===== config.mk =====
export PLATFORM = sky130hd
export DESIGN_NAME = dcache_req_ctrl
export DESIGN_NICKNAME = d
export VERILOG_FILES = /design/src/rtl/dcache_pkg.sv /design/src/rtl/dcache_tag_array.sv /design/src/rtl/dcache_req_ctrl.sv
export SDC_FILE = /design/constraint.sdc
export NUM_CORES = 1
export LEC_CHECK = 0
export BUFFER_PORTS_ARGS = -buffer_cell sky130_fd_sc_hd__buf_2
export CAP_MARGIN = 40
export CORE_ASPECT_RATIO = 0.9
export CORE_UTILIZATION = 30
export DETAILED_ROUTE_END_ITERATION = 8
export SETUP_SLACK_MARGIN = 0.1
export SLEW_MARGIN = 20
export SYNTH_ARGS = -nofsm -noshare
export SYNTH_HDL_FRONTEND = slang
export SYNTH_SLANG_ARGS = --single-unit

===== constraint.sdc =====
create_clock -name clk -period 9.3 [get_ports clk]
set_clock_uncertainty 0.1 [all_clocks]
set_input_delay 0.93 -clock clk [delete_from_list [all_inputs] [get_ports clk]]
set_output_delay 0.93 -clock clk [all_outputs]
set_load 0.01 [all_outputs]

===== src/rtl/dcache_pkg.sv =====
`default_nettype none
// ============================================================================
//  Module      : dcache_pkg
//  Description : Shared types and helpers for the data-cache request
//                controller. Holds the controller state encoding, default
//                geometry and the address index/tag extraction helpers.
//                Optional feature macro used by the slice: CACHE_STATS_EN.
//  Revision    : 1.0 - initial release
// ============================================================================
package dcache_pkg;

  // Default geometry
  localparam int unsigned C_DATA_W = 32;
  localparam int unsigned C_ADDR_W = 32;
  localparam int unsigned C_MEM_AW = 10;
  localparam int unsigned C_IDX_W  = 4;
  localparam int unsigned C_TAG_W  = C_MEM_AW - C_IDX_W - 2;

  typedef enum logic [2:0] {
    ST_IDLE   = 3'd0,
    ST_LOOKUP = 3'd1,
    ST_MEM_RD = 3'd2,
    ST_MEM_WR = 3'd3,
    ST_RESP   = 3'd4
  } state_t;

  // Line index: word address bits directly above the byte offset.
  function automatic logic [31:0] addr_index(input logic [31:0] addr,
                                             input int unsigned idx_w);
    return (addr >> 2) & ((32'd1 << idx_w) - 32'd1);
  endfunction

  // Tag: bits between the index and the top of the memory-decoded range.
  // Bits at or above mem_aw are dropped so memory aliases share a line.
  function automatic logic [31:0] addr_tag(input logic [31:0] addr,
                                           input int unsigned idx_w,
                                           input int unsigned mem_aw);
    return (addr >> (idx_w + 2)) & ((32'd1 << (mem_aw - idx_w - 2)) - 32'd1);
  endfunction

endpackage
`default_nettype wire


===== src/rtl/dcache_tag_array.sv =====
`default_nettype none
// ============================================================================
//  Module      : dcache_tag_array
//  Description : Direct-mapped, one-word-per-line storage: valid bits, tags
//                and data. One combinational read port, one synchronous
//                write port, a flush-all input and asynchronous reset of the
//                valid bits (tags/data are not reset).
//  Ports       : clk, rst_n        clock / async active-low reset
//                i_flush           clear every valid bit on the next edge
//                i_rd_idx          read index -> o_rd_valid/o_rd_tag/o_rd_data
//                i_wr_en/idx/tag/data  write one line and mark it valid
//  Revision    : 1.0 - initial release
// ============================================================================
module dcache_tag_array
  import dcache_pkg::*;
#(
  parameter int unsigned DATA_W = C_DATA_W,
  parameter int unsigned IDX_W  = C_IDX_W,
  parameter int unsigned TAG_W  = C_TAG_W
) (
  input  logic              clk,
  input  logic              rst_n,
  input  logic              i_flush,
  input  logic [IDX_W-1:0]  i_rd_idx,
  output logic              o_rd_valid,
  output logic [TAG_W-1:0]  o_rd_tag,
  output logic [DATA_W-1:0] o_rd_data,
  input  logic              i_wr_en,
  input  logic [IDX_W-1:0]  i_wr_idx,
  input  logic [TAG_W-1:0]  i_wr_tag,
  input  logic [DATA_W-1:0] i_wr_data
);

  localparam int unsigned C_LINES = 2 ** IDX_W;

  logic [C_LINES-1:0] r_valid;
  logic [TAG_W-1:0]   r_tag  [C_LINES];
  logic [DATA_W-1:0]  r_data [C_LINES];

  // Flush and write never coincide in the controller; flush is ordered
  // first only so the behaviour is defined if they ever did.
  always_ff @(posedge clk or negedge rst_n) begin
    if (!rst_n) begin
      r_valid <= '0;
    end else if (i_flush) begin
      r_valid <= '0;
    end else if (i_wr_en) begin
      r_valid[i_wr_idx] <= 1'b1;
    end
  end

  always_ff @(posedge clk) begin
    if (i_wr_en) begin
      r_tag[i_wr_idx]  <= i_wr_tag;
      r_data[i_wr_idx] <= i_wr_data;
    end
  end

  assign o_rd_valid = r_valid[i_rd_idx];
  assign o_rd_tag   = r_tag[i_rd_idx];
  assign o_rd_data  = r_data[i_rd_idx];

endmodule
`default_nettype wire


===== src/rtl/dcache_req_ctrl.sv =====
`default_nettype none
// ============================================================================
//  Module      : dcache_req_ctrl
//  Description : Initiator side of a word-memory interface. Accepts CPU
//                load/store requests (valid/ready), keeps a direct-mapped,
//                write-through, write-allocate word cache and issues
//                single-cycle mem_read / mem_write strobes.
//  Ports       : clk, rst_n                      clock / async active-low reset
//                cpu_req_valid/ready/we/addr/wdata  request handshake
//                cache_flush                     invalidate all lines (IDLE only)
//                cpu_rsp_valid/rdata             one-cycle response
//                mem_read/mem_write/addr/wdata   memory strobes and operands
//                mem_rdata                       combinational memory read data
//                hit_cnt/miss_cnt                load statistics (CACHE_STATS_EN)
//  Config      : CACHE_STATS_EN - adds saturating load hit/miss counters.
//  Revision    : 1.0 - initial release
// ============================================================================
module dcache_req_ctrl
  import dcache_pkg::*;
#(
  parameter int unsigned DATA_W = C_DATA_W,
  parameter int unsigned ADDR_W = C_ADDR_W,
  parameter int unsigned MEM_AW = C_MEM_AW,
  parameter int unsigned IDX_W  = C_IDX_W
) (
  input  logic              clk,
  input  logic              rst_n,
  input  logic              cpu_req_valid,
  output logic              cpu_req_ready,
  input  logic              cpu_req_we,
  input  logic [ADDR_W-1:0] cpu_req_addr,
  input  logic [DATA_W-1:0] cpu_req_wdata,
  input  logic              cache_flush,
  output logic              cpu_rsp_valid,
  output logic [DATA_W-1:0] cpu_rsp_rdata,
  output logic              mem_read,
  output logic              mem_write,
  output logic [ADDR_W-1:0] mem_addr,
  output logic [DATA_W-1:0] mem_wdata,
  input  logic [DATA_W-1:0] mem_rdata
`ifdef CACHE_STATS_EN
  ,
  output logic [31:0]       hit_cnt,
  output logic [31:0]       miss_cnt
`endif
);

  localparam int unsigned C_LINE_TAG_W = MEM_AW - IDX_W - 2;

  state_t                  r_state;
  logic                    r_we;
  logic [IDX_W-1:0]        w_idx;
  logic [C_LINE_TAG_W-1:0] w_tag;
  logic                    w_line_valid;
  logic [C_LINE_TAG_W-1:0] w_line_tag;
  logic [DATA_W-1:0]       w_line_data;
  logic                    w_hit;
  logic                    w_flush;
  logic                    w_fill_en;
  logic [DATA_W-1:0]       w_fill_data;

  // mem_addr doubles as the registered request address, so lookup and
  // refill both index from it.
  assign w_idx = IDX_W'(addr_index(32'(mem_addr), IDX_W));
  assign w_tag = C_LINE_TAG_W'(addr_tag(32'(mem_addr), IDX_W, MEM_AW));

  assign w_hit         = w_line_valid && (w_line_tag == w_tag);
  assign cpu_req_ready = (r_state == ST_IDLE) && !cache_flush;
  assign w_flush       = (r_state == ST_IDLE) && cache_flush;

  // Line update happens on the same edge as the memory access: refill data
  // for reads, the store data itself for writes (write-allocate).
  assign w_fill_en   = (r_state == ST_MEM_RD) || (r_state == ST_MEM_WR);
  assign w_fill_data = (r_state == ST_MEM_RD) ? mem_rdata : mem_wdata;

  dcache_tag_array #(
    .DATA_W (DATA_W),
    .IDX_W  (IDX_W),
    .TAG_W  (C_LINE_TAG_W)
  ) u_tag_array (
    .clk        (clk),
    .rst_n      (rst_n),
    .i_flush    (w_flush),
    .i_rd_idx   (w_idx),
    .o_rd_valid (w_line_valid),
    .o_rd_tag   (w_line_tag),
    .o_rd_data  (w_line_data),
    .i_wr_en    (w_fill_en),
    .i_wr_idx   (w_idx),
    .i_wr_tag   (w_tag),
    .i_wr_data  (w_fill_data)
  );

  always_ff @(posedge clk or negedge rst_n) begin
    if (!rst_n) begin
      r_state       <= ST_IDLE;
      r_we          <= 1'b0;
      cpu_rsp_valid <= 1'b0;
      cpu_rsp_rdata <= '0;
      mem_read      <= 1'b0;
      mem_write     <= 1'b0;
      mem_addr      <= '0;
      mem_wdata     <= '0;
    end else begin
      case (r_state)
        ST_IDLE: begin
          cpu_rsp_valid <= 1'b0;
          if (cpu_req_valid && cpu_req_ready) begin
            r_we      <= cpu_req_we;
            mem_addr  <= cpu_req_addr;
            mem_wdata <= cpu_req_wdata;
            r_state   <= ST_LOOKUP;
          end
        end
        ST_LOOKUP: begin
          if (r_we) begin
            mem_write <= 1'b1;
            r_state   <= ST_MEM_WR;
          end else if (w_hit) begin
            cpu_rsp_valid <= 1'b1;
            cpu_rsp_rdata <= w_line_data;
            r_state       <= ST_RESP;
          end else begin
            mem_read <= 1'b1;
            r_state  <= ST_MEM_RD;
          end
        end
        ST_MEM_RD: begin
          mem_read      <= 1'b0;
          cpu_rsp_valid <= 1'b1;
          cpu_rsp_rdata <= mem_rdata;
          r_state       <= ST_RESP;
        end
        ST_MEM_WR: begin
          mem_write     <= 1'b0;
          cpu_rsp_valid <= 1'b1;
          cpu_rsp_rdata <= '0;
          r_state       <= ST_RESP;
        end
        ST_RESP: begin
          cpu_rsp_valid <= 1'b0;
          r_state       <= ST_IDLE;
        end
        default: begin
          mem_read      <= 1'b0;
          mem_write     <= 1'b0;
          cpu_rsp_valid <= 1'b0;
          r_state       <= ST_IDLE;
        end
      endcase
    end
  end

`ifdef CACHE_STATS_EN
  // Load statistics; saturate rather than wrap, and survive cache_flush.
  always_ff @(posedge clk or negedge rst_n) begin
    if (!rst_n) begin
      hit_cnt  <= '0;
      miss_cnt <= '0;
    end else if ((r_state == ST_LOOKUP) && !r_we) begin
      if (w_hit) begin
        if (hit_cnt != 32'hFFFF_FFFF) hit_cnt <= hit_cnt + 32'd1;
      end else begin
        if (miss_cnt != 32'hFFFF_FFFF) miss_cnt <= miss_cnt + 32'd1;
      end
    end
  end
`endif

endmodule
`default_nettype wire


Word level (Yosys, flattened, before mapping)
Memories as Yosys holds them, arrays and structs flattened. Index checks and enable logic that the tools add are counted.

$add $sub $neg: 0. $mul: 0. Divide/modulo/power cells: 0. Magnitude comparators: 2. Eq/ne operators: 10. Shifts and indexed selects: 0. Mux-type cells: 24. Bitwise gates (word level): 3. Reductions and logical operators: 18.

Operators with widths (number): $mux W32 (3); $pmux W32 S3 (1); $mux W16 (2); $or A16 B16 Y16 (1); $mux W1 (9); $mux W3 (3); $pmux W3 S3 (1); $ne A2 B2 Y1 const B (4); $eq A3 B2 Y1 const B (2); $pmux W1 S2 (3); $reduce_and A2 Y1 (3); $reduce_and A3 Y1 (2); $reduce_or A3 Y1 (2); $logic_and A1 B1 Y1 (5); $lt A4 B5 Y1 const B (1); $bmux W1 S4 (1); $demux W1 S4 (1); $eq A4 B4 Y1 (1); $ge A4 B1 Y1 const B (1); $eq A3 B1 Y1 const B (1); $eq A3 B3 Y1 const B (1); $logic_not A3 Y1 (1); $reduce_bool A3 Y1 (1); $ne A2 B1 Y1 const B (1); 5 further kinds (6).

Flip-flop bits (word level): 119. Latch bits: 0. RAM bits: 576. Bits in read-only memories: 0. Word-level logic and storage cells: 68. Memories kept: 2.

Memory list: u_tag_array.r_data (words 16, bits a word 32, rd ports 1, clocked after Yosys merged registers in 0, wr ports 1, line dcache_tag_array.sv:38) `logic [DATA_W-1:0] r_data [C_LINES];`; u_tag_array.r_tag (words 16, bits a word 4, rd ports 1, clocked after Yosys merged registers in 0, wr ports 1, line dcache_tag_array.sv:37) `logic [TAG_W-1:0] r_tag [C_LINES];`.

Longest topological paths before layout
Gate-level depths: netlist (run 1).

Depth after elaboration: 7. Mapped depth: 11.

By module
A second synthesis (run 1) with hierarchy kept.

Cell total of the unflattened synthesis: 1319. Area, all modules: 27012.2 um^2.

By module, submodules not included: dcache_tag_array (times used 1, cells an instance 969, area an instance 22332.7 um^2, sequential area each 17697.0 um^2); dcache_req_ctrl (times used 1, cells an instance 350, area an instance 4679.5 um^2, sequential area each 2577.5 um^2).

Least setup slack after synthesis (run 1)
OpenSTA, ideal clock, no wires.

Path type: register to register. Start: register mem_addr[3]. End: memory u_tag_array.r_data[0][0] (netlist bit), enable pin. Library setup time: 0.476 ns. Data arrival time: 4.464 ns. Required time: 8.724 ns. Setup slack: 4.260 ns. Stages on the path, launching flop included: 9. Cells stage by stage: dfrtp_1 > buf_2 > buf_4 > buf_4 > buf_2 > buf_2 > buf_1 > or3_1 > nor3_1.

RTL lines: from (decl) (line dcache_req_ctrl.sv:38) `output logic [ADDR_W-1:0] mem_addr,`; from (signal assigned) (line dcache_req_ctrl.sv:110) `mem_addr <= cpu_req_addr;`; to (decl) (line dcache_tag_array.sv:38).

No word-level cell before the write port.

Final worst setup path (run 1)
Start: register mem_addr[3]. End: register cpu_rsp_rdata[24].

Word-level cells in the longest chain between the ends: 5.

Ends and longest elaborated chain: $mem_v2 Z16 W4 or $bmux W1 S4 (tied branches); $eq A4 B4 Y1 or $mux W1 (tied branches) (line dcache_req_ctrl.sv:67, dcache_tag_array.sv:59); $logic_and A1 B1 Y1 (line dcache_req_ctrl.sv:67) `assign w_hit = w_line_valid && (w_line_tag == w_tag);`; $ne A2 B2 Y1 (no line); $reduce_and A3 Y1 (no line); to (signal assigned) (line dcache_req_ctrl.sv:121) `cpu_rsp_rdata <= w_line_data;`; to (signal assigned) (line dcache_req_ctrl.sv:131) `cpu_rsp_rdata <= mem_rdata;`; to (decl) (line dcache_req_ctrl.sv:35) `output logic [DATA_W-1:0] cpu_rsp_rdata,`.

Parallel ways exist; a longest one is shown, timed or not. The select of a mux whose other input is x is not followed. A chain may end at the register's enable or synchronous reset.

==> impl_metrics.py, run 1 <==
metrics = {
    "status": {
        "status": "finished, final reports clean",
    },
    "yosys": {
        "synth_ff_type": "sky130_fd_sc_hd__edfxtp_1",
        "synthMuxAreaShare_pct": 16.3,
        "area_share_of_and_or_nand_nor_cells_after_synthesis_pct": 3.09,
        "synth_sequential_area_ratio_pct": 75.6,
        "yosys_warnings": 0,
        "synth_cell_type_count": 38,
        "synth_top_family_by_area": "multiplexers",
        "synth.avg_cell_area_um2": 19.2,
        "yosys_register_bits": 695,
        "synth.net_count": 1501,
        "post_synth_inst_count": 1400,
        "synth-adder-area-share_pct": 0,
        "netlist_area_um2": 26800,
        "asyncSetResetFlopFracSynth_pct": 17.1,
        "synth_edf_count": 576,
        "xor_and_xnor_fraction_of_the_mapped_netlist_area_pct": 0.0653,
        "synth-compound-area-share_pct": 3.72,
    },
    "flow_run": {
        "drv_cap": 0,
    },
    "die": {
        "number_of_top_level_design_ports": 201,
        "std_cell_rows": 103,
        "initial_core_util_pct": 30.4,
        "die_area_um2": 90600,
        "die_h_um": 286,
        "width_of_the_die_um": 317,
        "core_region_area_um2": 88100,
    },
    "clock_tree": {
        "postCtsSetupBuffers": 0,
        "cts-buffers-inserted": 75,
        "cts.path.max_buffers": 3,
        "h-tree-depth": 3,
        "clk_latency_ns": 0.62,
        "ctsResizeCount": 0,
        "clock_sinks": 695,
        "tritoncts_clock_tree": "done",
        "ctsHoldBuffers": 0,
        "clkTransAtPathRegs_ns": 0.06,
        "cts_root_cell": "sky130_fd_sc_hd__clkbuf_16",
    },
    "timing": {
        "timing.setup.tns_ns": 0,
        "finalMaxSlewViolations": 0,
        "final.min_clock_period_ns": 4.30,
        "setup_violations": 0,
        "tightest_slew_ns": 0.853,
        "finalCritPeriodShare_pct": 46.2,
        "max_slew_margin_pct": 43.0,
        "timing.hold.ws_ns": 0.0889,
        "fmax_mhz": 233,
        "timing.final.hold_violations": 0,
        "unrepaired_setup_endpoints_after_global_routing": "no",
    },
    "worst_setup_path": {
        "timing.critical_path.mode_cell": "sky130_fd_sc_hd__buf_4",
        "startpoint_type": "register",
        "critical_path_data_required_time_ns": 9.69,
        "crit_arrival_ns": 4.69,
        "kind_of_cell_adding_the_most_delay_to_the_critical_path": "compound AO/OA/AOI/OAI gates",
        "critical-path-slowest-cell": "sky130_fd_sc_hd__dfrtp_4",
        "path_class": "reg -> reg",
        "cp_num_buf_inv": 2,
        "timing.critical_path.slowest_cell_delay_ns": 0.81,
        "path_cells": "buf_4 > mux2i_1 > a22oi_1 > and3_1 > o221ai_1 > a221o_1 > o31ai_4 > buf_4 > mux2_2",
        "crit_path_end_kind": "register",
        "critical_path_peak_fanout": 47,
    },
    "pwr": {
        "pwr_density_cell_nw_per_um2": 333,
        "p_leak_nw": 11.3,
        "ir_drop_mv": 0.184,
    },
    "final_layout": {
        "post_route_cells_drive_above_1_share_pct": 34.7,
        "layout-area-overhead-vs-synth_pct": 19.6,
        "mostFrequentLayoutCells": "sky130_fd_sc_hd__edfxtp_1, sky130_fd_sc_hd__buf_2, sky130_fd_sc_hd__dfrtp_1",
        "postLayoutCellArea_um2": 32100,
        "insertedDiodeCount": 0,
        "nets": 1749,
        "mostFrequentLayoutCell": "sky130_fd_sc_hd__edfxtp_1",
    },
    "detailed_routing": {
        "drt-vias-per-instance": 4.89,
        "drt_iter0_drc": 1067,
        "drcViolationCount": 0,
        "drt-wirelength-per-cell_um": 22.9,
        "vias": 14000,
        "drt_first_pass_iters": 5,
        "postRouteWirelength_um": 65500,
        "antenna_left": 0,
    },
    "global_routing": {
        "global_route.overflow_total": 0,
        "grt_antenna_before_repair": 2,
        "gr-usage-all-layers_pct": 14.5,
        "grt_pass1_vias": 14700,
        "grt_pass1_wl_um": 96700,
        "grt_max_degree": 82,
    },
    "placement": {
        "globalplace.congestion": 0.741,
        "postPlaceCellArea_um2": 29600,
        "port_buffers": 200,
        "dpl.hpwl_um": 39900,
    },
    "hold_path": {
        "min_delay_worst_type": "in -> async",
    },
}
-- state kept, by name, indices dropped and copies added, names as in the netlist --
register             cells
u_tag_array.r_data     512
u_tag_array.r_tag       64
cpu_rsp_rdata           32
mem_addr                32
mem_wdata               32
u_tag_array.r_valid     16
r_state                  3
cpu_rsp_valid            1
mem_read                 1
mem_write                1
r_we                     1
-- logic make-up (layout without fill, tap and decap cells) --
family,Yosys count,after routing
mux,292,292
compound gates,138,138
xor+xnor,2,2
buf+inv,80,390
simple gates,193,193
flops,695,695
-- where the power goes --
part	internal [mW]	switching [mW]	leakage [nW]
logic	1.29	1.92	3.48
clock network	1.69	1.23	1.19
registers	4.25	0.282	6.64
total	7.24	3.44	11.3
-- cells in the mapped netlist, types with 16 or more instances --
cell | count | area, um2
sky130_fd_sc_hd__nand2_1 | 108 | 405
sky130_fd_sc_hd__nor2_1 | 26 | 97.6
sky130_fd_sc_hd__edfxtp_1 | 576 | 17300
sky130_fd_sc_hd__mux2_2 | 96 | 1080
sky130_fd_sc_hd__a221oi_1 | 33 | 289
sky130_fd_sc_hd__clkbuf_1 | 43 | 161
sky130_fd_sc_hd__nand3_1 | 36 | 180
sky130_fd_sc_hd__mux4_2 | 105 | 2360
sky130_fd_sc_hd__mux2i_1 | 88 | 881
sky130_fd_sc_hd__buf_1 | 18 | 67.6
sky130_fd_sc_hd__a22oi_1 | 40 | 300
sky130_fd_sc_hd__o21a_1 | 16 | 120
sky130_fd_sc_hd__dfrtp_1 | 119 | 2980
sky130_fd_sc_hd__o21ai_0 | 35 | 175
-- metrics by stage --
stage | cells | setup WS, ns | util [%] | power (mW)
after floorplan | 1400 | 4.26 | - | 6.56
after global placement | 2713 | 4.09 | 33.3 | 7.69
after detailed placement | 2723 | 4.96 | 33.6 | 7.87
after CTS | 2862 | 4.91 | 36.3 | 10.8
after global routing | 2865 | 4.73 | 36.4 | 11.2
final | 2865 | 5.00 | 36.4 | 10.7
-- layout make-up --
type / instances / area, um2
Timing Repair Buffer: 250 / 1590
Tap cell: 1155 / 1450
Inverter: 1 / 3.75
Clock inverter: 45 / 398
Multi-Input combinational cell: 625 / 6360
Fill cell: 8180 / 56100
Clock buffer: 94 / 2020
Sequential cell: 695 / 20300
-- per-layer routing --
metal | vias up | GRT usage [%] | wire length (um)
met5 | - | 0 | 13
li1 | 6144 | - | -
met4 | 2 | 3.86 | 1380
met3 | 87 | 3.35 | 3970
met2 | 428 | 23.2 | 31400
met1 | 7360 | 19.7 | 28700
-- path summary, 6_finish.rpt --
kind                                                startpoint                                   to  slack, ns  depth (start not counted)
setup reg to reg                       mem_addr[3]$_DFFE_PN0P_        cpu_rsp_rdata[24]$_DFFE_PN0P_       5.00                          9
setup / recovery                       mem_addr[3]$_DFFE_PN0P_        cpu_rsp_rdata[24]$_DFFE_PN0P_       5.00                          9
hold / removal                                           rst_n             mem_wdata[5]$_DFFE_PN0P_       0.09                          1
min in group clk           u_tag_array.r_valid[13]$_DFFE_PN0P_  u_tag_array.r_valid[13]$_DFFE_PN0P_       0.39                          1
max in group asynchronous                                rst_n              mem_addr[5]$_DFFE_PN0P_       7.70                          3
hold reg to reg            u_tag_array.r_valid[13]$_DFFE_PN0P_  u_tag_array.r_valid[13]$_DFFE_PN0P_       0.39                          1
-- worst register-to-register path, cell delays in order, from the launching register on --
cell and delay, ns:
sky130_fd_sc_hd__dfrtp_4 0.81, sky130_fd_sc_hd__buf_4 0.72, sky130_fd_sc_hd__mux2i_1 0.18, sky130_fd_sc_hd__a22oi_1 0.26
sky130_fd_sc_hd__and3_1 0.19, sky130_fd_sc_hd__o221ai_1 0.13, sky130_fd_sc_hd__a221o_1 0.43, sky130_fd_sc_hd__o31ai_4 0.56
sky130_fd_sc_hd__buf_4 0.42, sky130_fd_sc_hd__mux2_2 0.38
Power figures use the tool's default switching activity.
==> inputs of run 2 (changes only) <==
- clock period: 9.3 -> 4.2 ns (I/O delays scaled with it)
==> impl_metrics.py, run 2 (synthesis gave the netlist of run 1 again) <==
metrics = {
    "status": {
        "status": "finished, final reports clean",
    },
    "detailed_routing": {
        "antenna_left": 0,
        "vias": 14400,
        "drcViolationCount": 0,
        "route.met3.wl_um": 4470,
        "drt_first_pass_iters": 5,
        "postRouteWirelength_um": 66300,
        "drt_iter0_drc": 1146,
        "wirelength_met1_um": 29200,
        "drt-wirelength-per-cell_um": 22.6,
        "drt-vias-per-instance": 4.90,
        "route.met2.wl_um": 31400,
        "top_layer": "met5",
    },
    "die": {
        "core_region_area_um2": 88100,
        "die_area_um2": 90600,
        "width_of_the_die_um": 317,
        "die_h_um": 286,
        "initial_core_util_pct": 30.4,
        "std_cell_rows": 103,
        "number_of_top_level_design_ports": 201,
    },
    "placement": {
        "post-place-cells": 2734,
        "globalplace.congestion": 0.774,
        "dpl.hpwl_um": 40400,
        "port_buffers": 200,
        "postPlaceCellArea_um2": 29800,
    },
    "pwr": {
        "netSwitchingPower_mw": 7.55,
        "p_leak_nw": 11.6,
        "pwr_density_cell_nw_per_um2": 721,
        "clkPwrFrac_pct": 27.5,
        "post-layout-total-power_mw": 23.7,
        "combinationalPowerShare_pct": 30.4,
        "power.share.switching_pct": 31.8,
        "ir_drop_mv": 0.417,
        "seq_power_share_pct": 42.2,
        "internal_power_mw": 16.2,
    },
    "clock_tree": {
        "postCtsSetupBuffers": 0,
        "ctsResizeCount": 0,
        "ctsHoldBuffers": 65,
        "clkTransAtPathRegs_ns": 0.06,
        "tritoncts_clock_tree": "done",
        "cts_root_cell": "sky130_fd_sc_hd__clkbuf_16",
        "clock_sinks": 695,
        "cts.path.max_buffers": 3,
        "cts-buffers-inserted": 71,
        "h-tree-depth": 3,
        "clk_latency_ns": 0.62,
    },
    "timing": {
        "timing.final.hold_violations": 0,
        "timing.hold.ws_ns": 0.0722,
        "max_slew_margin_pct": 38.9,
        "timing.setup.tns_ns": 0,
        "tightest_slew_ns": 0.915,
        "final.min_clock_period_ns": 3.48,
        "setup_violations": 0,
        "fmax_mhz": 287,
        "finalMaxSlewViolations": 0,
        "finalCritPeriodShare_pct": 82.8,
        "unrepaired_setup_endpoints_after_global_routing": "no",
    },
    "final_layout": {
        "fin_cells": 2934,
        "mostFrequentLayoutCell": "sky130_fd_sc_hd__edfxtp_1",
        "insertedDiodeCount": 0,
        "layout-area-overhead-vs-synth_pct": 22.6,
        "postLayoutCellArea_um2": 32900,
        "regMostFlops": "u_tag_array.r_data",
        "nets": 1821,
        "mostFrequentLayoutCells": "sky130_fd_sc_hd__edfxtp_1, sky130_fd_sc_hd__buf_2, sky130_fd_sc_hd__dfrtp_1",
        "largest_register_ff_count": 512,
        "post_route_cells_drive_above_1_share_pct": 33.4,
        "layout_top_registers": "u_tag_array.r_data: 512 flops, u_tag_array.r_tag: 64 flops",
    },
    "global_routing": {
        "grt_pass1_wl_um": 97900,
        "gr-usage-all-layers_pct": 14.6,
        "grt_max_degree": 43,
        "grt_pass1_vias": 14800,
        "grt_antenna_before_repair": 1,
        "global_route.overflow_total": 0,
    },
    "worst_setup_path": {
        "path_class": "reg -> reg",
        "critical_path_data_required_time_ns": 4.59,
        "path_cells": "buf_4 > mux4_2 > nand2b_1 > a22oi_2 > xnor2_1 > a221o_1 > o31ai_4 > buf_12 > mux2_2",
        "critical-path-slowest-cell": "sky130_fd_sc_hd__dfrtp_4",
        "kind_of_cell_adding_the_most_delay_to_the_critical_path": "compound AO/OA/AOI/OAI gates",
        "crit_path_end_kind": "register",
        "crit_arrival_ns": 3.87,
        "startpoint_type": "register",
        "critical_path_peak_fanout": 31,
        "timing.critical_path.slowest_cell_delay_ns": 0.57,
        "cp_num_buf_inv": 2,
    },
    "hold_path": {
        "min_delay_worst_type": "in -> reg",
    },
    "flow_run": {
        "drv_cap": 0,
    },
}
[run 2: final cells by class]
class	count	area, um2
clock inverter	34	433
timing repair buffer	326	2340
clock buffer	98	2000
tap	1155	1450
sequential	695	20300
inverter	1	3.75
fill	8070	55300
multi-input combinational	625	6380
[run 2: per-stage QoR]
stage / setup slack [ns] / util [%]
6_report: 0.721 / 37.3
5_1_grt: 0.583 / 37.3
4_1_cts: 0.679 / 37.3
3_5_place_dp: 0.694 / 33.8
3_3_place_gp: 0.709 / 33.6
2_1_floorplan: 0.140 / -
[run 2: per-layer routing]
| metal | vias up | track usage [%] |
|---|---|---|
| met5 | - | 0 |
| met4 | 2 | 3.55 |
| met3 | 92 | 3.19 |
| met2 | 518 | 23.2 |
| met1 | 7501 | 20.4 |
| li1 | 6271 | - |
[run 2: final timing paths]
path | from | to | slack, ns | cells after the start
min reg2reg | u_tag_array.r_valid[0]$_DFFE_PN0P_ | u_tag_array.r_valid[0]$_DFFE_PN0P_ | 0.39 | 1
max in group asynchronous | rst_n | cpu_rsp_rdata[3]$_DFFE_PN0P_ | 2.67 | 4
max reg2reg | mem_addr[3]$_DFFE_PN0P_ | cpu_rsp_rdata[31]$_DFFE_PN0P_ | 0.72 | 9
min | mem_rdata[29] | cpu_rsp_rdata[29]$_DFFE_PN0P_ | 0.07 | 4
max | mem_addr[3]$_DFFE_PN0P_ | cpu_rsp_rdata[31]$_DFFE_PN0P_ | 0.72 | 9
min in group asynchronous | rst_n | mem_addr[19]$_DFFE_PN0P_ | 0.20 | 2
[run 2: worst reg2reg max path: stages (launching register included)]
cell and delay [ns]:
sky130_fd_sc_hd__dfrtp_4 0.57, sky130_fd_sc_hd__buf_4 0.51, sky130_fd_sc_hd__mux4_2 0.37, sky130_fd_sc_hd__nand2b_1 0.17
sky130_fd_sc_hd__a22oi_2 0.19, sky130_fd_sc_hd__xnor2_1 0.09, sky130_fd_sc_hd__a221o_1 0.38, sky130_fd_sc_hd__o31ai_4 0.28
sky130_fd_sc_hd__buf_12 0.30, sky130_fd_sc_hd__mux2_2 0.40
[run 2: power by group through the flow]
| stage | Combinational (mW) | Sequential, mW | Clock [mW] |
|---|---|---|---|
| 2_1_floorplan | 4.40 | 10.1 | 0 |
| 3_3_place_gp | 6.99 | 10.1 | 0 |
| 3_5_place_dp | 7.26 | 10.1 | 0 |
| 4_1_cts | 7.32 | 10.0 | 6.64 |
| 5_1_grt | 7.86 | 10.1 | 6.91 |
| 6_report | 7.21 | 10.0 | 6.51 |
==> inputs of run 3 (changes only) <==
- clock period: 4.2 -> 2.95 ns (I/O delays scaled with it)
==> impl_metrics.py, run 3 (synthesis gave the netlist of run 1 again) <==
metrics = {
    "clock_tree": {
        "cts-buffers-inserted": 75,
        "clock_sinks": 695,
        "cts_root_cell": "sky130_fd_sc_hd__clkbuf_16",
        "tritoncts_clock_tree": "done",
        "h-tree-depth": 3,
        "cts.path.max_buffers": 3,
        "clk_latency_ns": 0.62,
        "clkTransAtPathRegs_ns": 0.06,
    },
    "final_layout": {
        "largest_register_ff_count": 512,
        "nets": 1879,
        "regMostFlops": "u_tag_array.r_data",
        "layout_top_registers": "u_tag_array.r_data: 512 flops, u_tag_array.r_tag: 64 flops",
        "mostFrequentLayoutCell": "sky130_fd_sc_hd__edfxtp_1",
        "post_route_cells_drive_above_1_share_pct": 34.4,
        "mostFrequentLayoutCells": "sky130_fd_sc_hd__edfxtp_1, sky130_fd_sc_hd__buf_2, sky130_fd_sc_hd__dfrtp_1",
        "layout-area-overhead-vs-synth_pct": 25.0,
    },
    "worst_setup_path": {
        "worstSetupStartpoint": "mem_addr[3]$_DFFE_PN0P_",
        "setup_slack_of_the_worst_register_to_register_path_ns": -0.03,
        "kind_of_cell_adding_the_most_delay_to_the_critical_path": "multiplexers",
        "r2r.worst_path.cells": 10,
        "critical_path_data_required_time_ns": 3.35,
        "path_class": "reg -> reg",
        "cp-endpoint": "cpu_rsp_rdata[18]$_DFFE_PN0P_",
        "crit_path_end_kind": "register",
        "timing.rr.start": "mem_addr[3]$_DFFE_PN0P_",
        "path_cells": "buf_12 > buf_12 > mux4_2 > mux2_4 > o211ai_1 > a221o_1 > o31ai_4 > buf_4 > buf_16 > mux2_2",
        "critical-path-slowest-cell": "sky130_fd_sc_hd__dfrtp_4",
        "crit_arrival_ns": 3.38,
        "timing.critical_path.slowest_cell_delay_ns": 0.52,
        "startpoint_type": "register",
        "cp_num_buf_inv": 4,
        "timing.critical_path.mode_cell": "sky130_fd_sc_hd__buf_12",
        "critical_path_peak_fanout": 18,
        "number_of_cells_on_the_critical_path": 10,
        "critical_path.reg2reg.endpoint": "cpu_rsp_rdata[18]$_DFFE_PN0P_",
    },
    "status": {
        "status": "complete, but fails checks",
        "failed_checks": "setup timing",
    },
    "detailed_routing": {
        "drt-vias-per-instance": 4.88,
        "antenna_left": 0,
        "drcViolationCount": 0,
        "postRouteWirelength_um": 67800,
        "drt_iter0_drc": 1109,
        "vias": 14600,
        "drt_first_pass_iters": 5,
        "drt-wirelength-per-cell_um": 22.6,
    },
    "global_routing": {
        "grt_antenna_before_repair": 3,
        "grt_max_degree": 79,
        "grt_pass1_vias": 15300,
        "grt_pass1_wl_um": 100000,
        "global_route.overflow_total": 0,
        "gr-usage-all-layers_pct": 15.0,
    },
    "pwr": {
        "ir_drop_mv": 0.560,
        "post-layout-total-power_mw": 34.4,
        "netSwitchingPower_mw": 10.9,
        "p_leak_nw": 12.0,
        "clkPwrFrac_pct": 27.4,
        "power.share.switching_pct": 31.7,
        "internal_power_mw": 23.5,
        "combinationalPowerShare_pct": 31.4,
        "pwr_density_cell_nw_per_um2": 1030,
        "seq_power_share_pct": 41.2,
    },
    "timing": {
        "setup_violations": 23,
        "timing.final.hold_violations": 0,
        "fmax_mhz": 336,
        "tightest_slew_ns": 0.670,
        "finalCritPeriodShare_pct": 101,
        "timing.setup.tns_ns": -0.280,
        "max_slew_margin_pct": 55.2,
        "unrepaired_setup_endpoints_after_global_routing": "yes",
        "final.min_clock_period_ns": 2.98,
        "finalMaxSlewViolations": 0,
        "layout_setup_ws_ns": -0.0303,
    },
    "die": {
        "die_h_um": 286,
        "std_cell_rows": 103,
        "number_of_top_level_design_ports": 201,
        "core_region_area_um2": 88100,
        "width_of_the_die_um": 317,
        "die_area_um2": 90600,
        "initial_core_util_pct": 30.4,
    },
    "flow_run": {
        "drv_cap": 0,
    },
    "placement": {
        "dpl.hpwl_um": 41100,
        "globalplace.congestion": 0.775,
        "port_buffers": 200,
    },
    "hold_path": {
        "min_delay_worst_type": "in -> reg",
    },
}
## run 3: changes by cell type in the layout (fill, tap and decap cells not counted), moves of 3 or more
cell	previous run	this run
sky130_fd_sc_hd__clkinv_2	6	10
sky130_fd_sc_hd__dlygate4sd3_1	66	92
sky130_fd_sc_hd__mux2_4	0	22
sky130_fd_sc_hd__clkbuf_8	8	4
sky130_fd_sc_hd__clkinv_8	3	0
sky130_fd_sc_hd__mux2_2	96	76
sky130_fd_sc_hd__clkbuf_1	17	20
sky130_fd_sc_hd__clkbuf_16	73	79
sky130_fd_sc_hd__buf_4	43	69
## run 3: cell type report
cell class / instances / area [um2]
clock buffer: 103 / 2110
sequential: 695 / 20300
timing repair buffer: 380 / 2830
fill: 8093 / 54600
clock inverter: 34 / 363
multi-input combinational: 625 / 6490
inverter: 1 / 3.75
tap: 1155 / 1450
antenna: 1 / 2.50
## run 3: worst reg2reg max path: cells and delay by family, from the launching register on
kind | cells | cell delay, ns
multiplexers | 3 | 0.81
buffers and inverters | 4 | 0.69
flip-flops | 1 | 0.52
AO/OA/AOI/OAI | 3 | 0.74
## run 3: repair_timing
item / in CTS / in global routing
endpoints found under the hold margin: 167 / 0
setup buffers: 2 / 1
setup endpoints to repair: 32 / 32
gates resized for setup: 17 / 11
gates cloned: 1 / 0
hold buffers: 92 / 0
pin swaps: 0 / 1
## run 3: how the worst min path moves through the flow
stage                   from                       endpoint  slack (ns)  cells after the start
2_1_floorplan          rst_n   cpu_rsp_rdata[0]$_DFFE_PN0P_       -0.10                      0
3_3_place_gp           rst_n       mem_addr[14]$_DFFE_PN0P_        0.32                      1
3_5_place_dp           rst_n       mem_addr[16]$_DFFE_PN0P_        0.34                      1
4_1_cts        mem_rdata[26]  cpu_rsp_rdata[26]$_DFFE_PN0P_        0.02                      4
5_1_grt        mem_rdata[26]  cpu_rsp_rdata[26]$_DFFE_PN0P_        0.03                      4
6_report       mem_rdata[26]  cpu_rsp_rdata[26]$_DFFE_PN0P_        0.03                      4
## run 3: metrics by stage
step | area (um2) | worst slack (ns) | std cells | hold slack [ns] | utilization [%]
2_1_floorplan | 27000 | -0.209 | 1400 | -0.101 | -
3_3_place_gp | 29900 | -0.0596 | 2758 | 0.317 | 34.0
3_5_place_dp | 30000 | -0.0652 | 2759 | 0.345 | 34.0
4_1_cts | 33400 | -0.0384 | 2991 | 0.0165 | 37.9
5_1_grt | 33500 | -0.133 | 2994 | 0.0345 | 38.0
6_report | 33500 | -0.0303 | 2994 | 0.0258 | 38.0
## run 3: metal layers
metal  vias up  routed length (um)  global-route usage, %
li1       6381                   -                      -
met1      7679               29800                   20.3
met2       450               32600                   24.4
met3        93                4220                   3.64
met4         2                1150                   3.46
met5         -                  17                      0
## run 3: power by group through the flow
stage	sequential (mW)	combinational (mW)	clock (mW)
after floorplan	14.4	6.46	0
after global placement	14.3	10.3	0
after detailed placement	14.4	10.6	0
after CTS	14.2	10.9	9.63
after global routing	14.3	11.8	10.0
final	14.2	10.8	9.42
